===== config.mk =====
export PLATFORM = sky130hd
export DESIGN_NAME = axi_line_master_flat
export DESIGN_NICKNAME = d
export VERILOG_FILES = /design/src/rtl/axi_pkg.sv /design/src/rtl/axi_line_master_if.sv /design/src/rtl/axi_line_master.sv /design/src/flat_wrapper.sv
export SDC_FILE = /design/constraint.sdc
export NUM_CORES = 1
export LEC_CHECK = 0
export ABC_AREA = 1
export ABC_CLOCK_PERIOD_IN_PS = 11900
export CORE_ASPECT_RATIO = 0.9
export CORE_MARGIN = 10
export CORE_UTILIZATION = 45
export CTS_BUF_LIST = sky130_fd_sc_hd__clkbuf_8
export CTS_CLUSTER_DIAMETER = 50
export DETAILED_ROUTE_END_ITERATION = 10
export HOLD_SLACK_MARGIN = 0.05
export PLACE_DENSITY = 0.77
export SLEW_MARGIN = 20
export SYNTH_ARGS = -nofsm -noshare
export SYNTH_HDL_FRONTEND = slang
export SYNTH_SLANG_ARGS = --single-unit

===== constraint.sdc =====
create_clock -name aclk -period 11.9 [get_ports aclk]
set_input_delay 2.975 -clock aclk [delete_from_list [all_inputs] [get_ports aclk]]
set_output_delay 2.975 -clock aclk [all_outputs]
set_load 0.02 [all_outputs]

===== src/rtl/axi_pkg.sv =====
// Shared AXI4 types and encodings for line-granular masters.
// Provides addr/data/strb/len/size/burst/resp types plus size/burst/resp codes.
package axi_pkg;

  typedef logic [31:0] addr_t;
  typedef logic [31:0] data_t;
  typedef logic [3:0]  strb_t;
  typedef logic [7:0]  len_t;
  typedef logic [2:0]  size_t;
  typedef logic [1:0]  burst_t;
  typedef logic [1:0]  resp_t;

  localparam size_t  SIZE_4_BYTE = 3'b010;
  localparam burst_t BURST_FIXED = 2'b00;
  localparam burst_t BURST_INCR  = 2'b01;
  localparam resp_t  RESP_OKAY   = 2'b00;
  localparam resp_t  RESP_EXOKAY = 2'b01;
  localparam resp_t  RESP_SLVERR = 2'b10;
  localparam resp_t  RESP_DECERR = 2'b11;

endpackage


===== src/rtl/axi_line_master_if.sv =====
// Line-request port plus AXI4 AR/R/AW/W/B channels of axi_line_master.
// master: DUT side (drives AXI requests, consumes responses); slave: peer side.
interface axi_line_master_if #(
  parameter int LINE_WORDS = 4
);
  import axi_pkg::*;

  logic                       req_valid;
  logic                       req_ready;
  logic                       req_write;
  addr_t                      req_addr;
  logic [LINE_WORDS*32-1:0]   req_wdata;
  logic                       rsp_valid;
  logic                       rsp_err;
  logic [LINE_WORDS*32-1:0]   rsp_rdata;

  addr_t  araddr;
  len_t   arlen;
  size_t  arsize;
  burst_t arburst;
  logic   arvalid;
  logic   arready;

  data_t  rdata;
  resp_t  rresp;
  logic   rlast;
  logic   rvalid;
  logic   rready;

  addr_t  awaddr;
  len_t   awlen;
  size_t  awsize;
  burst_t awburst;
  logic   awvalid;
  logic   awready;

  data_t  wdata;
  strb_t  wstrb;
  logic   wlast;
  logic   wvalid;
  logic   wready;

  resp_t  bresp;
  logic   bvalid;
  logic   bready;

  modport master (
    input  req_valid, req_write, req_addr, req_wdata,
    output req_ready, rsp_valid, rsp_err, rsp_rdata,
    output araddr, arlen, arsize, arburst, arvalid,
    input  arready,
    input  rdata, rresp, rlast, rvalid,
    output rready,
    output awaddr, awlen, awsize, awburst, awvalid,
    input  awready,
    output wdata, wstrb, wlast, wvalid,
    input  wready,
    input  bresp, bvalid,
    output bready
  );

  modport slave (
    output req_valid, req_write, req_addr, req_wdata,
    input  req_ready, rsp_valid, rsp_err, rsp_rdata,
    input  araddr, arlen, arsize, arburst, arvalid,
    output arready,
    output rdata, rresp, rlast, rvalid,
    input  rready,
    input  awaddr, awlen, awsize, awburst, awvalid,
    output awready,
    input  wdata, wstrb, wlast, wvalid,
    output wready,
    output bresp, bvalid,
    input  bready
  );

endinterface


===== src/rtl/axi_line_master.sv =====
// Cache-line AXI4 master: one INCR burst of LINE_WORDS words per request.
// Ports: aclk, aresetn (sync, active-low), bus (axi_line_master_if.master).
module axi_line_master
  import axi_pkg::*;
#(
  parameter int LINE_WORDS = 4
) (
  input  logic               aclk,
  input  logic               aresetn,
  axi_line_master_if.master  bus
);

  localparam int BW  = $clog2(LINE_WORDS);
  localparam int LB  = LINE_WORDS * 32;
  localparam int OFF = $clog2(LINE_WORDS * 4);
  localparam logic [BW-1:0] LAST = BW'(LINE_WORDS - 1);
  localparam addr_t MASK = ~(addr_t'((64'd1 << OFF) - 64'd1));

  typedef enum logic [2:0] {
    S_IDLE, S_AR, S_R, S_AW, S_W, S_B, S_DONE
  } state_e;

  state_e          state, state_nx;
  addr_t           addr;
  logic [LB-1:0]   wline;
  logic [LB-1:0]   rbuf;
  logic [LB-1:0]   rbuf_nx;
  logic [LB-1:0]   rline;
  logic [BW-1:0]   beat;
  logic            err;
  logic            last_beat;

  assign last_beat = (beat == LAST);

  always_ff @(posedge aclk) begin
    if (!aresetn) state <= S_IDLE;
    else          state <= state_nx;
  end

  always_comb begin
    state_nx      = state;
    bus.req_ready = 1'b0;
    bus.arvalid   = 1'b0;
    bus.rready    = 1'b0;
    bus.awvalid   = 1'b0;
    bus.wvalid    = 1'b0;
    bus.bready    = 1'b0;
    bus.rsp_valid = 1'b0;
    unique case (state)
      S_IDLE: begin
        bus.req_ready = 1'b1;
        if (bus.req_valid)
          state_nx = bus.req_write ? S_AW : S_AR;
      end
      S_AR: begin
        bus.arvalid = 1'b1;
        if (bus.arready) state_nx = S_R;
      end
      S_R: begin
        bus.rready = 1'b1;
        if (bus.rvalid && last_beat) state_nx = S_DONE;
      end
      S_AW: begin
        bus.awvalid = 1'b1;
        if (bus.awready) state_nx = S_W;
      end
      S_W: begin
        bus.wvalid = 1'b1;
        if (bus.wready && last_beat) state_nx = S_B;
      end
      S_B: begin
        bus.bready = 1'b1;
        if (bus.bvalid) state_nx = S_DONE;
      end
      S_DONE: begin
        bus.rsp_valid = 1'b1;
        state_nx      = S_IDLE;
      end
      default: state_nx = S_IDLE;
    endcase
  end

  // Refill collects into rbuf; rline only updates when the line is whole,
  // so rsp_rdata keeps the previous line for the whole burst.
  always_comb begin
    rbuf_nx = rbuf;
    rbuf_nx[{beat, 5'd0} +: 32] = bus.rdata;
  end

  always_ff @(posedge aclk) begin
    if (!aresetn) begin
      addr  <= '0;
      beat  <= '0;
      err   <= 1'b0;
      rline <= '0;
    end else begin
      if (state == S_IDLE && bus.req_valid) begin
        addr  <= bus.req_addr & MASK;
        wline <= bus.req_wdata;
        beat  <= '0;
        err   <= 1'b0;
      end
      if (state == S_R && bus.rvalid) begin
        rbuf <= rbuf_nx;
        beat <= beat + BW'(1);
        if (bus.rresp != RESP_OKAY || bus.rlast != last_beat)
          err <= 1'b1;
        if (last_beat)
          rline <= rbuf_nx;
      end
      if (state == S_W && bus.wready)
        beat <= beat + BW'(1);
      if (state == S_B && bus.bvalid && bus.bresp != RESP_OKAY)
        err <= 1'b1;
    end
  end

  assign bus.araddr    = addr;
  assign bus.arlen     = len_t'(LINE_WORDS - 1);
  assign bus.arsize    = SIZE_4_BYTE;
  assign bus.arburst   = BURST_INCR;
  assign bus.awaddr    = addr;
  assign bus.awlen     = len_t'(LINE_WORDS - 1);
  assign bus.awsize    = SIZE_4_BYTE;
  assign bus.awburst   = BURST_INCR;
  assign bus.wdata     = wline[{beat, 5'd0} +: 32];
  assign bus.wstrb     = '1;
  assign bus.wlast     = (state == S_W) && last_beat;
  assign bus.rsp_err   = (state == S_DONE) && err;
  assign bus.rsp_rdata = rline;

endmodule


===== src/flat_wrapper.sv =====
// flat-port wrapper written by rule: the top's interface ports become plain ports
module axi_line_master_flat import axi_pkg::*;
#(
  parameter int LINE_WORDS = 4
)
  (aclk, aresetn, bus_req_valid, bus_req_write, bus_req_addr, bus_req_wdata, bus_req_ready, bus_rsp_valid, bus_rsp_err, bus_rsp_rdata, bus_araddr, bus_arlen, bus_arsize, bus_arburst, bus_arvalid, bus_arready, bus_rdata, bus_rresp, bus_rlast, bus_rvalid, bus_rready, bus_awaddr, bus_awlen, bus_awsize, bus_awburst, bus_awvalid, bus_awready, bus_wdata, bus_wstrb, bus_wlast, bus_wvalid, bus_wready, bus_bresp, bus_bvalid, bus_bready);
  axi_line_master_if #(.LINE_WORDS(LINE_WORDS)) bus_i ();
  input  logic aclk;
  input  logic aresetn;
  input wire logic [$bits(bus_i.req_valid)-1:0] bus_req_valid;
  input wire logic [$bits(bus_i.req_write)-1:0] bus_req_write;
  input wire logic [$bits(bus_i.req_addr)-1:0] bus_req_addr;
  input wire logic [$bits(bus_i.req_wdata)-1:0] bus_req_wdata;
  output wire logic [$bits(bus_i.req_ready)-1:0] bus_req_ready;
  output wire logic [$bits(bus_i.rsp_valid)-1:0] bus_rsp_valid;
  output wire logic [$bits(bus_i.rsp_err)-1:0] bus_rsp_err;
  output wire logic [$bits(bus_i.rsp_rdata)-1:0] bus_rsp_rdata;
  output wire logic [$bits(bus_i.araddr)-1:0] bus_araddr;
  output wire logic [$bits(bus_i.arlen)-1:0] bus_arlen;
  output wire logic [$bits(bus_i.arsize)-1:0] bus_arsize;
  output wire logic [$bits(bus_i.arburst)-1:0] bus_arburst;
  output wire logic [$bits(bus_i.arvalid)-1:0] bus_arvalid;
  input wire logic [$bits(bus_i.arready)-1:0] bus_arready;
  input wire logic [$bits(bus_i.rdata)-1:0] bus_rdata;
  input wire logic [$bits(bus_i.rresp)-1:0] bus_rresp;
  input wire logic [$bits(bus_i.rlast)-1:0] bus_rlast;
  input wire logic [$bits(bus_i.rvalid)-1:0] bus_rvalid;
  output wire logic [$bits(bus_i.rready)-1:0] bus_rready;
  output wire logic [$bits(bus_i.awaddr)-1:0] bus_awaddr;
  output wire logic [$bits(bus_i.awlen)-1:0] bus_awlen;
  output wire logic [$bits(bus_i.awsize)-1:0] bus_awsize;
  output wire logic [$bits(bus_i.awburst)-1:0] bus_awburst;
  output wire logic [$bits(bus_i.awvalid)-1:0] bus_awvalid;
  input wire logic [$bits(bus_i.awready)-1:0] bus_awready;
  output wire logic [$bits(bus_i.wdata)-1:0] bus_wdata;
  output wire logic [$bits(bus_i.wstrb)-1:0] bus_wstrb;
  output wire logic [$bits(bus_i.wlast)-1:0] bus_wlast;
  output wire logic [$bits(bus_i.wvalid)-1:0] bus_wvalid;
  input wire logic [$bits(bus_i.wready)-1:0] bus_wready;
  input wire logic [$bits(bus_i.bresp)-1:0] bus_bresp;
  input wire logic [$bits(bus_i.bvalid)-1:0] bus_bvalid;
  output wire logic [$bits(bus_i.bready)-1:0] bus_bready;
  assign bus_i.req_valid = bus_req_valid;
  assign bus_i.req_write = bus_req_write;
  assign bus_i.req_addr = bus_req_addr;
  assign bus_i.req_wdata = bus_req_wdata;
  assign bus_req_ready = bus_i.req_ready;
  assign bus_rsp_valid = bus_i.rsp_valid;
  assign bus_rsp_err = bus_i.rsp_err;
  assign bus_rsp_rdata = bus_i.rsp_rdata;
  assign bus_araddr = bus_i.araddr;
  assign bus_arlen = bus_i.arlen;
  assign bus_arsize = bus_i.arsize;
  assign bus_arburst = bus_i.arburst;
  assign bus_arvalid = bus_i.arvalid;
  assign bus_i.arready = bus_arready;
  assign bus_i.rdata = bus_rdata;
  assign bus_i.rresp = bus_rresp;
  assign bus_i.rlast = bus_rlast;
  assign bus_i.rvalid = bus_rvalid;
  assign bus_rready = bus_i.rready;
  assign bus_awaddr = bus_i.awaddr;
  assign bus_awlen = bus_i.awlen;
  assign bus_awsize = bus_i.awsize;
  assign bus_awburst = bus_i.awburst;
  assign bus_awvalid = bus_i.awvalid;
  assign bus_i.awready = bus_awready;
  assign bus_wdata = bus_i.wdata;
  assign bus_wstrb = bus_i.wstrb;
  assign bus_wlast = bus_i.wlast;
  assign bus_wvalid = bus_i.wvalid;
  assign bus_i.wready = bus_wready;
  assign bus_i.bresp = bus_bresp;
  assign bus_i.bvalid = bus_bvalid;
  assign bus_bready = bus_i.bready;
  axi_line_master #(.LINE_WORDS(LINE_WORDS)) u_core (.aclk(aclk), .aresetn(aresetn), .bus(bus_i));
endmodule

# == Yosys cells after proc, flatten, opt, wreduce, memory -nomap -nowiden ==
# Index checks and enable logic that the tools add are counted.
# totals
register_bits,418
in_bits,206
output_inout_bits,263
elab_cells,67
# classes
n_addsub,2
eq_ne,14
shift,3
n_mux,23
reduce_logical,18
# ops
op,count
$bwmux W128,1
$shift A32 B9 Y128 const A,1
$shiftx A128 B8 Y32,1
$shiftx A32 B9 Y128,1
$mux W3,6
$pmux W3 S6,1
$mux W1,11
$eq A3 B3 Y1 const B,3
$logic_and A1 B1 Y1,9
$neg A7 Y9,1
$mux W2,4
$ne A2 B2 Y1 const B,4
$eq A3 B2 Y1 const B,2
$reduce_and A2 Y1,3
$reduce_and A6 Y1,1
$ne A2 B1 Y1 const B,2
$reduce_bool A2 Y1,2
$eq A3 B1 Y1 const B,1
$logic_not A3 Y1,1
$reduce_bool A3 Y1,1
$add A2 B1 Y2 const B,1
$eq A2 B2 Y1 const B,1
$logic_or A1 B1 Y1,1
$ne A1 B1 Y1,1

# == Logic depth before layout (Yosys ltp) ==
# logic_depth
depth_word,6
ltp_mapped,12
mapped_depth_nobuf,9

# == Worst setup path after synthesis ==
# Ideal clock, no wire load.
# synth_path
path_type,in2reg
start,input aresetn
end,"register u_core.wline[0], enable pin"
setup_ps,616
arrival_ps,8931
t_required_ps,11284
slack_ps,2352
cell_stages,5
path_buffers,3
cell_sequence,buf_2 > inv_1 > clkbuf_1 > buf_1 > nor2_1
# synth_via
elab_chain_cells,1
# synth_rtl
item,line_no,rtl
from (decl),flat_wrapper.sv:9,input logic aresetn;
$reduce_and A2 Y1 (no source line),n/a,
to (signal assigned),axi_line_master.sv:99,wline <= bus.req_wdata;
to (decl),axi_line_master.sv:25,logic [LB-1:0] wline;
# No other way between the ends.
# A chain may end at the register's enable or synchronous reset.

# == Worst setup path in the final report ==
# layout_path
start,register u_core.beat[0]
end,output bus_wlast
# layout_via
elab_chain_cells,2
# layout_rtl
item,line_no,rtl
from (decl),axi_line_master.sv:29,logic [BW-1:0] beat;
from (signal assigned),axi_line_master.sv:105,beat <= beat + BW'(1);
from (signal assigned),axi_line_master.sv:112,beat <= beat + BW'(1);
$eq A2 B2 Y1,axi_line_master.sv:33,assign last_beat = (beat == LAST);
$logic_and A1 B1 Y1,axi_line_master.sv:128,assign bus.wlast = (state == S_W) && last_beat;
to (decl),flat_wrapper.sv:37,output wire logic [$bits(bus_i.wlast)-1:0] bus_wlast;
# No other way between the ends.

==> qor.csv <==
metric,value,unit
"most common cell after layout, fill and taps aside",clkdlybuf4s50_1,
routability cong.,0.8177,
Crit path arrival time,3250,ps
share of the synthesized area in the top cell type,42.82,%
largest net degree at the start of global routing,101,
final hold violations,0,
# port buffers,426,
Die ar.,0.04279,sq mm
Congestion Overflow GR,0,
MaxCap Viol Count,0,
setup bufs post-CTS,0,
most frequent cells in the layout,"425 x clkdlybuf4s50_1, 224 x edfxtp_1, 217 x inv_1",
XOR/XNOR Fraction of Synth Area,0,%
outcome,finished clean,
Synth Register Bits,386,
slowest CP cell,clkdlybuf4s50_1,
post-route cell area,0.02117,sq mm
first-pass GRT wire length,73020,um
share of cells above drive strength 1,6.554,%
clk slew on worst S/H paths,60,ps
Hold Buf Count CTS,0,
# DRC,0,
vias in the first global route,12570,
Non-Filler Instances,2478,
Yosys Warn Count,0,
Pwr Total,3604,uW
Final setup viols,0,
Reg2Reg Setup Slack,7570,ps
post-route setup TNS,0,ps
P per Cell Area,170.2,mW/mm^2
critical-path cell list,buf_4 > ha_1 > clkinv_1 > nor3_1 > clkdlybuf4s50_1,
clk_skew,27.81,ps
f_max,160.6,MHz
DR iter-0 viols,891,
largest family of logic cells by synthesized area,compound AO/OA/AOI/OAI gates,
Required @ worst endpoint,8930,ps
initial antenna violation count,3,
RSZ-0062 raised after global routing,false,
min Tclk post-route,6226,ps
leading area contributor after synthesis,edfxtp_1,
GRT Util Overall,21.75,%
Num CTS Buffers,66,
path category of the worst min-delay check,flip-flop to flip-flop,
CTS max path bufs,3,
Yosys cell types,36,
register area share after synthesis,63.46,%
# resized after CTS,0,
Worst path max stage delay,680,ps
relative slew slack,30.13,%
crit start category,flip-flop,
post-synthesis adder-cell area fraction,0.3982,%
"Slew Viols, Final",0,
crit path max fanout,74,
post-place setup slack,6055,ps
total wire length,48120,um
Gate Count Post-Synth,1584,
Post-DP HPWL,33490,um
Post-Synth Simple-Gate Area,10.12,%
H-Tree Level Count,3,
synthesis-to-layout area growth,34.79,%
Leak,0.008583,uW
Boundary Pins,469,
post-synthesis compound-gate area fraction,14.75,%
via/cell ratio,4.948,
worst-margin pin slew,1048,ps
dpl cell area,0.01986,sq mm
"Avg Cell Area, Syn",9.917,sq um
CP endpoint kind,output port,
"Net count, final",2177,
fin crit share,52.32,%
final worst setup slack,5674,ps
Clock Tree Root,clkbuf_8,
mux contribution to synthesized area,0,%
CTS Sinks,386,
WS Path Type,flip-flop to output port,
die width,216.9,um
Post-Syn Area,0.01571,sq mm
synth top area cells,"edfxtp_1 43%, dfxtp_1 21%, nor2_1 5.0%, inv_1 4.8%, o21ai_0 4.5%",
routed len/inst,19.42,um
Max VDD drop,0.0001199,V
initial core utilization,45.94,%
clock tree from TritonCTS,yes,
core area,0.03419,sq mm
antenna violation net count after detailed routing,0,
row count,64,
clock latency at the later pin of the worst-skew pair,580,ps
drt first pass iters,5,
total number of vias,12260,
placed insts,2360,
Die H,197.3,um
-- layout make-up --
class	instances	area [sq um]
flip-flops and latches	386	9973
clock buffers	78	1074
diodes	2	5.005
fillers	2763	13020
inverters	207	778.2
multi-input cells	863	4141
repair buffers	442	4392
clock inverters	38	232.7
well taps	462	578.1
-- path summary, 6_finish.rpt --
check	start	depth (start not counted)	to
setup / recovery	u_core.beat[0]	5	bus_wlast
hold reg to reg	u_core.bus.araddr[26]	2	u_core.bus.araddr[26]
setup reg to reg	u_core.beat[0]	8	u_core.bus.rsp_rdata[21]
hold / removal	u_core.bus.araddr[26]	2	u_core.bus.araddr[26]
-- Yosys cell counts --
| cell | number |
|---|---|
| a21boi_0 | 23 |
| a21boi_1 | 7 |
| a21oi_1 | 97 |
| a22oi_1 | 2 |
| a31oi_1 | 1 |
| and2_1 | 1 |
| buf_1 | 4 |
| buf_2 | 37 |
| buf_4 | 78 |
| buf_6 | 4 |
| clkbuf_1 | 40 |
| clkbuf_2 | 1 |
| clkinv_1 | 1 |
| conb_1 | 2 |
| dfxtp_1 | 162 |
| edfxtp_1 | 224 |
| ha_1 | 5 |
| inv_1 | 200 |
| inv_2 | 6 |
| nand2_1 | 167 |
| nand2_4 | 2 |
| nand3_1 | 5 |
| nand3_4 | 1 |
| nand3b_1 | 1 |
| nand4_1 | 2 |
| nand4_2 | 1 |
| nor2_1 | 209 |
| nor2_2 | 1 |
| nor2_4 | 2 |
| nor3_1 | 5 |
| nor3_2 | 2 |
| o2111ai_1 | 1 |
| o211ai_1 | 2 |
| o21ai_0 | 140 |
| o21ai_1 | 52 |
| o22ai_1 | 96 |
-- state kept, by name, summed over array words and instances, names as in the netlist --
signal	count
u_core.rbuf	96
u_core.bus.araddr	28
u_core.state	3
u_core.err	1
u_core.wline	128
u_core.beat	2
u_core.bus.rsp_rdata	128
-- kinds of logic after synthesis --
| logic type | after synthesis |
|---|---|
| AO/OA/AOI/OAI | 421 |
| buffers and inverters | 371 |
| AND/OR/NAND/NOR | 399 |
| flip-flops | 386 |
| other | 2 |
| adder cells (fa/ha/maj) | 5 |
-- stage by stage --
stage	utilization [%]	hold slack [ps]
after floorplan	-	459.7
after global placement	58.03	463.5
after detailed placement	58.09	472.2
after CTS	61.91	482.1
after global routing	61.93	508.1
final	61.93	479.0
-- report_power, final --
| group | switching, uW | total (uW) | leakage [uW] | internal [uW] |
|---|---|---|---|---|
| clock | 536 | 1180 | 0.000743 | 642 |
| sequential | 49.6 | 1610 | 0.00336 | 1560 |
| combinational | 508 | 814 | 0.00448 | 305 |
| total | 1090 | 3600 | 0.00858 | 2510 |
-- critical path: cells and delay by family, from the launching register on --
kind                       cells  cell delay, ps
and+or+nand+nor                1             230
DFF                            1             550
buffers and inverters          3            1540
adders and majority gates      1             310
-- layer usage --
metal	global-route usage, %	wire length (um)	vias to the layer above
li1	-	-	5955
met1	25.19	18810	5724
met2	36.22	23190	486
met3	7.915	4599	93
met4	8.486	1509	2
met5	0	9	-
Power figures use the tool's default switching activity.
